**src/rtl/fetch_stage.sv**
```systemverilog
// RV32I fetch stage with IF/ID pipeline register.
// Keeps one instruction-memory request in flight and buffers a response that arrives while the pipe is held.
module fetch_stage #(
    parameter int unsigned       XLEN      = 32,
    parameter logic [XLEN-1:0]   RESET_PC  = 32'h0000_0000,
    parameter logic [31:0]       NOP_INSTR = 32'h0000_0013
) (
    input  logic            clk,
    input  logic            resetn,
    input  logic            StallF,
    input  logic            StallD,
    input  logic            FlushD,
    input  logic            PCSrcE,
    input  logic [XLEN-1:0] PCTargetE,
    output logic            imem_req,
    output logic [XLEN-1:0] imem_addr,
    input  logic            imem_rvalid,
    input  logic [31:0]     imem_rdata,
    output logic [31:0]     InstrD,
    output logic [XLEN-1:0] PCD,
    output logic [XLEN-1:0] PCPlus4D,
    output logic            ValidD,
    output logic            FetchBusyF
);

    typedef enum logic [1:0] {
        ST_IDLE    = 2'd0,
        ST_WAIT    = 2'd1,
        ST_DISCARD = 2'd2
    } state_t;

    localparam logic [XLEN-1:0] PC_STEP    = {{(XLEN-3){1'b0}}, 3'b100};
    localparam logic [XLEN-1:0] ALIGN_MASK = {{(XLEN-2){1'b1}}, 2'b00};

    state_t            r_state;
    logic [XLEN-1:0]   r_pcf;
    logic [31:0]       r_fb_instr;
    logic              r_fb_valid;
    logic [31:0]       r_instr_d;
    logic [XLEN-1:0]   r_pc_d;
    logic [XLEN-1:0]   r_pcplus4_d;
    logic              r_valid_d;

    logic              w_ready;
    logic              w_adv;
    logic [31:0]       w_instr_f;
    logic [XLEN-1:0]   w_pcf_plus4;
    logic [XLEN-1:0]   w_target;

    assign w_pcf_plus4 = r_pcf + PC_STEP;
    assign w_target    = PCTargetE & ALIGN_MASK;

    // Instruction availability, advance decision and request generation
    always_comb begin
        w_ready   = r_fb_valid | ((r_state == ST_WAIT) & imem_rvalid);
        w_adv     = w_ready & ~StallF & ~StallD & ~PCSrcE;
        if (r_fb_valid) begin
            w_instr_f = r_fb_instr;
        end else begin
            w_instr_f = imem_rdata;
        end
        imem_req  = 1'b0;
        imem_addr = '0;
        // A buffered instruction already covers PCF, so IDLE only requests with the buffer empty
        if (!resetn) begin
            imem_req  = 1'b0;
        end else if ((r_state == ST_IDLE) & ~r_fb_valid & ~PCSrcE) begin
            imem_req  = 1'b1;
            imem_addr = r_pcf;
        end else if ((r_state == ST_WAIT) & imem_rvalid & w_adv) begin
            imem_req  = 1'b1;
            imem_addr = w_pcf_plus4;
        end else begin
            imem_req  = 1'b0;
        end
        FetchBusyF = resetn & ~w_ready;
    end

    // PC, request-tracking state and fetch buffer
    always_ff @(posedge clk) begin
        if (!resetn) begin
            r_state    <= ST_IDLE;
            r_pcf      <= RESET_PC;
            r_fb_valid <= 1'b0;
            r_fb_instr <= NOP_INSTR;
        end else begin
            if (PCSrcE) begin
                r_pcf <= w_target;
            end else if (w_adv) begin
                r_pcf <= w_pcf_plus4;
            end else begin
                r_pcf <= r_pcf;
            end

            if (PCSrcE) begin
                r_fb_valid <= 1'b0;
                case (r_state)
                    ST_WAIT:    r_state <= imem_rvalid ? ST_IDLE : ST_DISCARD;
                    ST_DISCARD: r_state <= imem_rvalid ? ST_IDLE : ST_DISCARD;
                    default:    r_state <= ST_IDLE;
                endcase
            end else begin
                case (r_state)
                    ST_IDLE: begin
                        if (imem_req) begin
                            r_state <= ST_WAIT;
                        end
                        if (r_fb_valid & w_adv) begin
                            r_fb_valid <= 1'b0;
                        end
                    end
                    ST_WAIT: begin
                        if (imem_rvalid & ~w_adv) begin
                            r_state    <= ST_IDLE;
                            r_fb_valid <= 1'b1;
                            r_fb_instr <= imem_rdata;
                        end else if (r_fb_valid & w_adv) begin
                            r_state    <= ST_IDLE;
                            r_fb_valid <= 1'b0;
                        end
                    end
                    ST_DISCARD: begin
                        if (imem_rvalid) begin
                            r_state <= ST_IDLE;
                        end
                    end
                    default: r_state <= ST_IDLE;
                endcase
            end
        end
    end

    // IF/ID pipeline register
    always_ff @(posedge clk) begin
        if (!resetn) begin
            r_instr_d   <= NOP_INSTR;
            r_pc_d      <= '0;
            r_pcplus4_d <= '0;
            r_valid_d   <= 1'b0;
        end else if (FlushD) begin
            r_instr_d   <= NOP_INSTR;
            r_valid_d   <= 1'b0;
        end else if (StallD) begin
            r_instr_d   <= r_instr_d;
            r_valid_d   <= r_valid_d;
        end else if (w_adv) begin
            r_instr_d   <= w_instr_f;
            r_pc_d      <= r_pcf;
            r_pcplus4_d <= w_pcf_plus4;
            r_valid_d   <= 1'b1;
        end else begin
            r_instr_d   <= NOP_INSTR;
            r_valid_d   <= 1'b0;
        end
    end

    assign InstrD   = r_instr_d;
    assign PCD      = r_pc_d;
    assign PCPlus4D = r_pcplus4_d;
    assign ValidD   = r_valid_d;

endmodule

```
**config.mk**
```make
export PLATFORM = sky130hd
export DESIGN_NAME = fetch_stage
export DESIGN_NICKNAME = d
export VERILOG_FILES = /design/src/rtl/fetch_stage.sv
export SDC_FILE = /design/constraint.sdc
export NUM_CORES = 1
export LEC_CHECK = 0
export BUFFER_PORTS_ARGS = -buffer_cell sky130_fd_sc_hd__clkbuf_2
export CAP_MARGIN = 0
export CORE_MARGIN = 2
export CORE_UTILIZATION = 53
export CTS_CLUSTER_SIZE = 14
export DETAILED_ROUTE_END_ITERATION = 7
export PLACE_DENSITY = 0.78
export SYNTH_ARGS = -nofsm -noshare
export SYNTH_HDL_FRONTEND = slang
export SYNTH_SLANG_ARGS = --single-unit
```
**constraint.sdc**
```tcl
create_clock -name clk -period 2.7 [get_ports clk]
set_input_delay 0.27 -clock clk [delete_from_list [all_inputs] [get_ports clk]]
set_output_delay 0.27 -clock clk [all_outputs]
set_load 0.01 [all_outputs]
```
# Yosys cells after proc, flatten, opt, wreduce, memory -nomap -nowiden
# Cells that the tools add are included.
# totals
latch_bits,0
input_bits,71
memories,0
elab_cells,65
mem_bits_ro,0
reg_bits,164
ram_bits,0
out_inout_bits,131
# classes
div_mod_pow,0
n_shift,0
addsub,1
multipliers,0
eq_ne,5
n_mux,22
bitwise,19
n_lt_le_gt_ge,0
reduce_logical,9
# ops
op,n
32-bit 2-to-1 mux,7
"32-bit by 3-bit adder with 32-bit output, second input constant",1
2-bit 2-to-1 mux,7
1-bit bitwise AND,10
3-bit AND reduction,3
1-bit inverter,8
1-bit 2-to-1 mux,6
"3-bit inequality test, second input constant",2
2-bit one-hot mux with 3 select lines,1
2-bit OR reduction,3
"4-bit by 2-bit inequality test with 1-bit output, second input constant",1
2-bit nonzero test,2
"2-bit by 1-bit == test with 1-bit output, second input constant",1
"2-bit == test, second input constant",1
2-bit zero test,1
1-bit one-hot mux with 2 select lines,1
1-bit OR,1

# Logic depth before layout (Yosys ltp)
# Gate-level depths: netlist (run 1).
# logic_depth
depth_word,13
depth_mapped,10
depth_no_buf,7

# Worst setup path after synthesis (run 1)
# Ideal clock, no wire load.
# synth_timing
path_kind,flip-flop to output port
startpoint,reg r_pcf[3]
endpoint,out imem_addr[18]
path_slack_ns,0.326
required_time_ns,2.430
stages_incl_launch_ff,9
t_arrival_ns,2.104
cell_sequence,dfxtp_1 ha_1 clkbuf_1 nand4_1 nor4_1 buf_2 nand3_1 or3_1 a21oi_1
# synth_via
elab_chain_cells,4
# synth_lines
item,line_no,text
"start, declared",36,logic [XLEN-1:0] r_pcf;
"start signal, assigned",88,r_pcf <= w_target;
"start signal, assigned",90,r_pcf <= w_pcf_plus4;
"start signal, assigned",92,r_pcf <= r_pcf;
32-bit by 3-bit adder with 32-bit output,50,assign w_pcf_plus4 = r_pcf + PC_STEP;
32-bit 2-to-1 mux,70,end else if ((r_state == ST_WAIT) & imem_rvalid & w_adv) begin
32-bit 2-to-1 mux,67,end else if ((r_state == ST_IDLE) & ~r_fb_valid & ~PCSrcE) begin
32-bit 2-to-1 mux,65,if (!resetn) begin
"end, declared",16,"output logic [XLEN-1:0] imem_addr,"
# Every way passes these cells.

# Worst setup path after layout (run 1)
# layout_timing
startpoint,reg r_pcf[2]
endpoint,out imem_addr[19]
# The elaborated chain is that of the path after synthesis.

==> impl_metrics.json, run 1 <==
{
  "status": "finished, violations left",
  "failed_checks": "setup timing",
  "dieArea_um2": 15500,
  "synth-main-ff-cell": "dfxtp_1",
  "intPower_mw": 4.014,
  "p_leak_nw": 3.983,
  "grt_pass1_vias": 7104,
  "crit_slowest_cell": "or4_4",
  "fillers": 1113,
  "path_clk_slew_ns": 0.07,
  "gp_congestion": 0.8767,
  "max_slew_margin": 0.5580,
  "hp-class": "in2reg",
  "synth_warnings": 0,
  "syn_to_final_growth_pct": 30.28,
  "floorplan.rows": 44,
  "r2r_setup_slack_ns": 0.11,
  "yosys-top-cells-area": "dfxtp_1, a21oi_1, nand2_1",
  "path_class": "reg2out",
  "synth_top_cell_by_area": "dfxtp_1",
  "grt_max_degree": 88,
  "endpoint_kind": "output pin",
  "cts_root_buf": "clkbuf_16",
  "async_flop_share": 0,
  "grt_usage": 0.2879,
  "power.density_nw_per_um2": 541.5,
  "cpMostUsedCell": "or4_4",
  "fin_skew_ns": 0.01015,
  "drv_slew": 0,
  "cts_tree": "built",
  "hpwl_um": 14610,
  "cts_sinks": 158,
  "worstPathRequired_ns": 2.43,
  "cp.arrival_ns": 2.48,
  "antenna_found_initial": 0,
  "worstMarginPinSlew_ns": 0.6630,
  "grt_overflow": 0,
  "drt_iter0_drc": 795,
  "die_height_um": 124.5,
  "cts-buffers-inserted": 17,
  "cp_slowest_stage_delay_ns": 0.66,
  "pwr-share-comb": 0.103,
  "ios": 202,
  "p_clk_frac": 0.448,
  "irDropWorstVdd_mv": 0.3806,
  "finalSetupTns_ns": -0.08394,
  "nets": 1272,
  "syn_inst": 1008,
  "hold_viol_final": 0,
  "finalInstanceArea_um2": 10020,
  "diodes": 0,
  "via_per_inst": 5.791,
  "core_region_area_um2": 14370,
  "post-route-min-period_ns": 2.751,
  "first_pass_iters": 5,
  "clk_latency_ns": 0.43,
  "cap_violations": 0,
  "rr_worst_depth": 7,
  "start_kind": "flip-flop",
  "hold_depth": 3,
  "yosysSeqAreaShare": 0.4111,
  "crit_fanout": 8,
  "htreeDepth": 4,
  "synth-seq-cells": 158,
  "synth_top_area_frac": 0.4111,
  "p_total_mw": 5.428,
  "start_util": 0.5354,
  "drc": 0,
  "min_period_over_period": 1.019,
  "postPlaceCellArea_um2": 8817,
  "synth_area_um2": 7694,
  "switching_power_mw": 1.414,
  "fmax_mhz": 363.5,
  "p_sw_frac": 0.2604,
  "routed_wl_um": 24010,
  "layout_setup_ws_ns": -0.05135,
  "die_w_um": 124.5,
  "synth-edff-count": 0,
  "grt_pass1_wl_um": 36390,
  "cts_buffer_depth": 2,
  "setup_viol": 4,
  "vias": 8073,
  "wl_per_cell_um": 17.23,
  "cp_cell_sequence": "buf_4 > nand3_2 > or4_4 > or4_4 > a21oi_2 > buf_2",
  "drive_above_1_share": 0.3025,
  "seqPwrFrac": 0.449,
  "ant_nets": 0,
  "synth_area_per_cell_um2": 7.633,
  "rsz0062_at_grt": "true",
  "synth_cell_types": 49,
  "io_buffers": 193
}
==> Yosys cell counts (6+ instances only) <==
cell      instances
and3_1           10
buf_2            18
nand4_1          14
or3_1            10
mux2i_1          33
nor4_1           10
a31oi_1          19
buf_4            16
o21ai_0          69
clkbuf_1         65
a211oi_1          8
xnor2_1          27
nand2_1         165
dfxtp_1         158
nor2_1           93
xor2_1           27
inv_1             6
a21oi_1         167
nand3_1          21
nor3_1           12
buf_1             6
==> layout make-up <==
class                   count  area [um2]  share of cell area
clock buffers              19       442.9             0.04419
multi-input cells         743        4345              0.4335
well taps                 184       230.2             0.02297
flip-flops and latches    158        3184              0.3177
repair buffers            269        1635              0.1632
clock inverters            13       152.6             0.01523
inverters                   8       32.53            0.003246
==> through the flow <==
step	hold slack [ns]	utilization	worst slack (ns)	cells
finish	0.06885	0.6976	-0.05135	1394
global placement	0.4412	0.6136	0.08448	1329
global route	0.06777	0.6976	-0.09452	1394
floorplan	0.3942	-	0.3260	1013
detailed placement	0.4465	0.6136	0.03987	1329
CTS	0.05939	0.6698	0.008156	1373
==> power by group through the flow <==
stage / Combinational, mW / Clock [mW] / Sequential [mW]
after floorplan: 0.334 / 0 / 2.45
after global placement: 0.474 / 0 / 2.48
after detailed placement: 0.480 / 0 / 2.48
after CTS: 0.503 / 2.44 / 2.43
after global routing: 0.601 / 2.55 / 2.44
final: 0.561 / 2.43 / 2.44
==> what timing repair did <==
action | CTS | global route
hold buffers | 0 | 0
cloned | 3 | 4
gates resized for setup | 35 | 73
setup endpoints to repair | 26 | 26
pin swaps | 9 | 15
setup buffers | 9 | 18
==> final timing paths <==
kind | from | to
worst max register to register | r_fb_valid | PCPlus4D[4]
worst min-delay path | imem_rdata[20] | r_fb_instr[20]
worst max-delay path | r_pcf[2] | imem_addr[19]
worst min register to register | r_fb_instr[14] | r_fb_instr[14]
==> cells by family after synthesis <==
group           Yosys count  share of synthesized area
simple gates            369                     0.2195
compound gates          276                     0.1921
flops                   158                     0.4111
buf+inv                 113                    0.06586
xor+xnor                 54                    0.06147
mux                      33                    0.04293
fa+ha+maj                 4                   0.006505
other cells               1                  0.0004874
==> worst max-delay path, delay by kind of cell, from the launching register on <==
family | cells | cell delay, ns
buffers and inverters | 2 | 0.26
DFF | 1 | 0.38
and+or+nand+nor | 3 | 1.24
AOI/OAI and AO/OA | 1 | 0.16
==> state kept, by name, summed over array words and instances, names as in the netlist <==
signal      cells
r_pcf          30
r_fb_instr     32
r_state         2
PCPlus4D       30
PCD            30
InstrD         32
ValidD          1
r_fb_valid      1
==> layout by cell type (no fill, tap or decap), types with 4 or more instances in the layout <==
cell type	count
a21oi_2	6
buf_4	64
inv_1	4
o21ai_0	61
o21ai_1	6
nand2b_1	5
a211oi_1	8
nor3_1	6
xnor2_1	27
or3_1	7
nand2_1	162
a31oi_1	18
xor2_1	27
nand4_1	14
or4_4	5
nor2b_1	4
dfxtp_1	147
a21oi_1	161
buf_2	17
buf_6	7
nand3_1	19
and2_1	4
nor2_1	93
clkbuf_2	176
inv_6	4
dfxtp_2	8
mux2i_1	33
nor4_4	6
and3_1	9
clkbuf_16	19
nor3_2	4
conb_1	6
==> per-layer routing <==
metal  track usage  vias to the layer above  part of all wire
met5             0                        -                 0
met4        0.1196                        0             0.035
met3       0.07431                       70             0.091
met2        0.4536                      443              0.47
met1        0.3763                     3744              0.40
li1              -                     3816                 -
(Power assumes the default switching activity.)
==> inputs of run 2 (changes only) <==
--- a/config.mk
+++ b/config.mk
@@ -11,7 +11,7 @@
 export CORE_UTILIZATION = 53
 export CTS_CLUSTER_SIZE = 14
 export DETAILED_ROUTE_END_ITERATION = 7
-export PLACE_DENSITY = 0.78
+export PLACE_DENSITY = 0.8
 export SYNTH_ARGS = -nofsm -noshare
 export SYNTH_HDL_FRONTEND = slang
 export SYNTH_SLANG_ARGS = --single-unit
==> run 2 against run 1 <==
Against the previous run:
- clock power is essentially flat
- global-route usage fell by 0.52 points
- critical path depth is 2 higher
- the run still ends with setup timing left
- core utilization fell by 1.2 points
- clock skew shrank 0.00053 ns
- sequential share of layout area rose by 0.59 points
==> impl_metrics.json, run 2 (synthesis gave the netlist of run 1 again) <==
{
  "rsz0062_at_grt": "true",
  "worstMarginPinSlew_ns": 0.6333,
  "start_kind": "flip-flop",
  "htreeDepth": 4,
  "nets": 1260,
  "power.density_nw_per_um2": 545.9,
  "cp.arrival_ns": 2.43,
  "layout_setup_ws_ns": -0.002591,
  "grt_usage": 0.2827,
  "die_height_um": 124.5,
  "routed_wl_um": 22960,
  "grt_overflow": 0,
  "drv_slew": 0,
  "crit_fanout": 6,
  "cts-hold-fix-buffers": 0,
  "core_region_area_um2": 14370,
  "vias": 7870,
  "grt_max_degree": 88,
  "drc": 0,
  "antenna_found_initial": 1,
  "cts_sinks": 158,
  "drive_above_1_share": 0.2840,
  "io_buffers": 193,
  "first_pass_iters": 5,
  "via_per_inst": 5.695,
  "status": "finished, violations left",
  "cp_cell_sequence": "inv_4 > ha_4 > nor2b_4 > or4_4 > buf_4 > or3_1 > a21oi_2 > buf_2",
  "cts_tree": "built",
  "rr_worst_depth": 7,
  "hold_depth": 3,
  "finalNonFillerCells": 1382,
  "ant_nets": 0,
  "fillers": 1177,
  "fin_skew_ns": 0.009615,
  "layout_commonest_cell": "clkbuf_2",
  "syn_to_final_growth_pct": 28.02,
  "hold_viol_final": 0,
  "post-route-min-period_ns": 2.703,
  "cap_violations": 0,
  "cts_root_buf": "clkbuf_16",
  "crit_slowest_cell": "or4_4",
  "drt_iter0_drc": 633,
  "p_leak_nw": 3.868,
  "mostFrequentLayoutCells": "clkbuf_2, nand2_1, a21oi_1",
  "worstPathRequired_ns": 2.43,
  "hp-class": "in2reg",
  "path_clk_slew_ns": 0.07,
  "ios": 202,
  "max_slew_margin": 0.5778,
  "cts-buffers-inserted": 17,
  "start_util": 0.5354,
  "dieArea_um2": 15500,
  "hpwl_um": 14930,
  "fmax_mhz": 370.0,
  "grt_pass1_vias": 7294,
  "irDropWorstVdd_mv": 0.4273,
  "r2r_setup_slack_ns": 0.35,
  "cts_buffer_depth": 2,
  "gp_congestion": 0.8982,
  "wl_per_cell_um": 16.61,
  "die_w_um": 124.5,
  "finalSetupTns_ns": -0.003441,
  "clk_latency_ns": 0.43,
  "grt_pass1_wl_um": 36150,
  "setup_viol": 2,
  "cp_slowest_stage_delay_ns": 0.49,
  "endpoint_kind": "output pin",
  "path_class": "reg2out",
  "min_period_over_period": 1.001,
  "placedCellCount": 1333,
  "floorplan.rows": 44,
  "failed_checks": "setup timing",
  "dp_slack_ns": 0.07081,
  "final_core_util": 0.6855
}
run 2: cell count changes in the layout (fill, tap and decap cells not counted), moves of 3 or more:
cell / previous run / this run
buf_2: 17 / 3
buf_4: 64 / 53
clkbuf_2: 176 / 189
nor3_1: 6 / 9
nor4_4: 6 / 3
o21ai_0: 61 / 65
run 2: timing repair:
item,CTS,global route
pin swaps,9,7
resized for setup,29,40
setup endpoints to repair,24,26
gates cloned,1,1
buffers inserted,7,8
run 2: layout make-up:
cell class                 instances  area (um2)  share of cell area
multi-input combinational        742        4239              0.4304
sequential                       158        3187              0.3236
timing repair buffer             258        1567              0.1590
clock buffer                      20       456.7             0.04637
tap                              184       230.2             0.02337
clock inverter                    11       132.6             0.01347
inverter                           8       35.03            0.003557
antenna                            1       2.502           0.0002541
run 2: stage by stage:
stage / cell area [um2] / total power, mW / hold WS (ns)
2_1_floorplan: 7712 / 2.785 / 0.3942
3_3_place_gp: 8860 / 2.955 / 0.4411
3_5_place_dp: 8860 / 2.964 / 0.4474
4_1_cts: 9629 / 5.362 / 0.06410
5_1_grt: 9849 / 5.540 / 0.07616
6_report: 9849 / 5.377 / 0.07769
run 2: worst max-delay path, delay by kind of cell (launching register included):
kind	cells	cell delay, ns
flip-flops	1	0.38
buffers and inverters	3	0.36
AND/OR/NAND/NOR	3	0.97
AO/OA/AOI/OAI	1	0.14
adder cells (fa/ha/maj)	1	0.15
run 2: layer usage:
metal,track usage,up-vias,routed length (um),part of all wire
met2,0.4539,376,10760,0.47
li1,-,3786,-,-
met1,0.3536,3647,9497,0.41
met5,0,-,0,0
met3,0.07560,61,1901,0.083
met4,0.1348,0,799,0.035
run 2: report_power, final:
group          leakage, nW  internal, mW  switching (mW)
Clock                0.289          1.42            1.00
Combinational         2.29         0.210           0.311
Sequential            1.29          2.38          0.0573
run 2: path summary, 6_finish.rpt:
kind / start / to
hold reg to reg: PCD[23] / PCD[23]
setup reg to reg: r_fb_valid / PCPlus4D[26]
hold / removal: imem_rdata[4] / r_fb_instr[4]
setup / recovery: r_state[0] / imem_addr[18]
==> inputs of run 3 (changes only) <==
--- a/config.mk
+++ b/config.mk
@@ -5,7 +5,7 @@
 export SDC_FILE = /design/constraint.sdc
 export NUM_CORES = 1
 export LEC_CHECK = 0
-export BUFFER_PORTS_ARGS = -buffer_cell sky130_fd_sc_hd__clkbuf_2
+export BUFFER_PORTS_ARGS = -buffer_cell sky130_fd_sc_hd__buf_2
 export CAP_MARGIN = 0
 export CORE_MARGIN = 2
 export CORE_UTILIZATION = 53
==> run 3 against run 2 <==
Against the previous run:
- the flow still finishes with violations (setup timing)
- cell count grew 0.72%
- first-iteration DRC count up 15%
- sequential power is essentially flat
- count of clock-buffer cells in the layout is 3 lower
- wire length increased by 3.6%
- largest power group is now the clock network
- sequential cell count unchanged
- non-clock buffer count up 7
- combinational power is 5.2% higher
- largest cell class unchanged
- core utilization increased by 0.80 points
- hold slack worse by 0.020 ns
==> impl_metrics.json, run 3 (synthesis gave the netlist of run 1 again) <==
{
  "status": "finished, violations left",
  "failed_checks": "setup timing",
  "gp_congestion": 0.8985,
  "hp-class": "in2reg",
  "htreeDepth": 4,
  "crit_family": "simple AND/OR/NAND/NOR gates",
  "grt_pass1_wl_um": 36150,
  "fmax_mhz": 354.7,
  "path_class": "reg2out",
  "crit_slowest_cell": "or4_4",
  "seqPwrFrac": 0.447,
  "grt_usage": 0.2848,
  "rr_worst_depth": 7,
  "layout_commonest_cell": "buf_2",
  "dieArea_um2": 15500,
  "hpwl_um": 14510,
  "vias": 8024,
  "die_height_um": 124.5,
  "cp_cell_sequence": "inv_2 > ha_4 > nor2b_4 > or4_4 > buf_12 > o21ai_1 > a21oi_1 > nor2_1 > buf_2",
  "layout_setup_ws_ns": -0.1191,
  "cts_sinks": 158,
  "cts_tree": "built",
  "ant_nets": 0,
  "power.density_nw_per_um2": 546.6,
  "rsz0062_at_grt": "true",
  "ios": 202,
  "worstPathRequired_ns": 2.43,
  "irDropWorstVdd_mv": 0.4586,
  "cp_slowest_stage_delay_ns": 0.61,
  "path_clk_slew_ns": 0.07,
  "nets": 1268,
  "wl_per_cell_um": 17.08,
  "cts_buffer_depth": 2,
  "cts_root_buf": "clkbuf_16",
  "crit_fanout": 9,
  "setup_viol": 8,
  "antenna_found_initial": 3,
  "io_buffers": 193,
  "routed_wl_um": 23780,
  "grt_max_degree": 88,
  "p_total_mw": 5.446,
  "intPower_mw": 3.995,
  "max_slew_margin": 0.4817,
  "switching_power_mw": 1.451,
  "floorplan.rows": 44,
  "first_pass_iters": 6,
  "p_sw_frac": 0.2664,
  "cap_violations": 0,
  "fin_skew_ns": 0.01148,
  "finalSetupTns_ns": -0.3364,
  "pwr-share-comb": 0.101,
  "cp.arrival_ns": 2.55,
  "start_util": 0.5354,
  "drt_iter0_drc": 726,
  "grt_pass1_vias": 7254,
  "clk_latency_ns": 0.43,
  "min_period_over_period": 1.044,
  "path_depth": 9,
  "p_clk_frac": 0.452,
  "post-route-min-period_ns": 2.819,
  "critPathBufInv": 3,
  "hold_ws_ns": 0.05802,
  "start_kind": "flip-flop",
  "via_per_inst": 5.764,
  "mostFrequentLayoutCells": "buf_2, nand2_1, a21oi_1",
  "hold_viol_final": 0,
  "drv_slew": 0,
  "hold_depth": 3,
  "grt_overflow": 0,
  "p_leak_nw": 4.006,
  "drive_above_1_share": 0.2979,
  "endpoint_kind": "output pin",
  "cts-buffers-inserted": 17,
  "syn_to_final_growth_pct": 29.52,
  "worstMarginPinSlew_ns": 0.7764,
  "core_region_area_um2": 14370,
  "die_w_um": 124.5,
  "drc": 0
}
[run 3: routing by layer]
metal	vias up	GRT usage	share of wire	routed length, um
met5	-	0	0	0
met4	0	0.1474	0.041	984
met3	78	0.08376	0.089	2111
met2	405	0.4542	0.47	11070
met1	3735	0.3488	0.40	9611
li1	3806	-	-	-
[run 3: per-stage QoR]
step	cell area (um2)	instances	setup slack, ns	utilization
after floorplan	7712	1013	0.3260	-
after global placement	8810	1328	0.08873	0.6131
after detailed placement	8810	1328	0.05049	0.6131
after CTS	9598	1370	-0.005312	0.6680
after global routing	9962	1391	-0.1604	0.6933
final	9965	1392	-0.1191	0.6935
[run 3: layout make-up]
type / count / area [um2]
fillers: 1133 / 4404
multi-input cells: 743 / 4320
flip-flops and latches: 158 / 3181
repair buffers: 265 / 1594
clock buffers: 17 / 425.4
well taps: 184 / 230.2
clock inverters: 14 / 173.9
inverters: 8 / 32.53
diodes: 3 / 7.507
[run 3: worst paths after layout]
path	slack, ns	startpoint	end
max reg2reg	0.31	r_fb_valid	PCPlus4D[4]
min reg2reg	0.45	PCD[22]	PCD[22]
max	-0.12	r_state[0]	imem_addr[14]
min	0.06	imem_rdata[4]	r_fb_instr[4]
[run 3: power by group through the flow]
stage               clock (mW)  combinational (mW)  sequential (mW)
finish                    2.46               0.548             2.44
global route              2.59               0.590             2.44
CTS                       2.48               0.501             2.43
detailed placement           0               0.478             2.48
global placement             0               0.472             2.48
floorplan                    0               0.334             2.45
[run 3: what timing repair did]
action | in CTS | in global routing
cloned | 3 | 1
pin swaps | 6 | 20
gates resized for setup | 29 | 55
buffers inserted | 8 | 21
hold buffers | 0 | 0
endpoints found under the setup margin | 28 | 23
endpoints found under the hold margin | 0 | 0
[run 3: worst min-delay path, cell delays in order]
cell     delay (ns)
buf_2          0.09
nand2_1        0.04
nand3_1        0.06
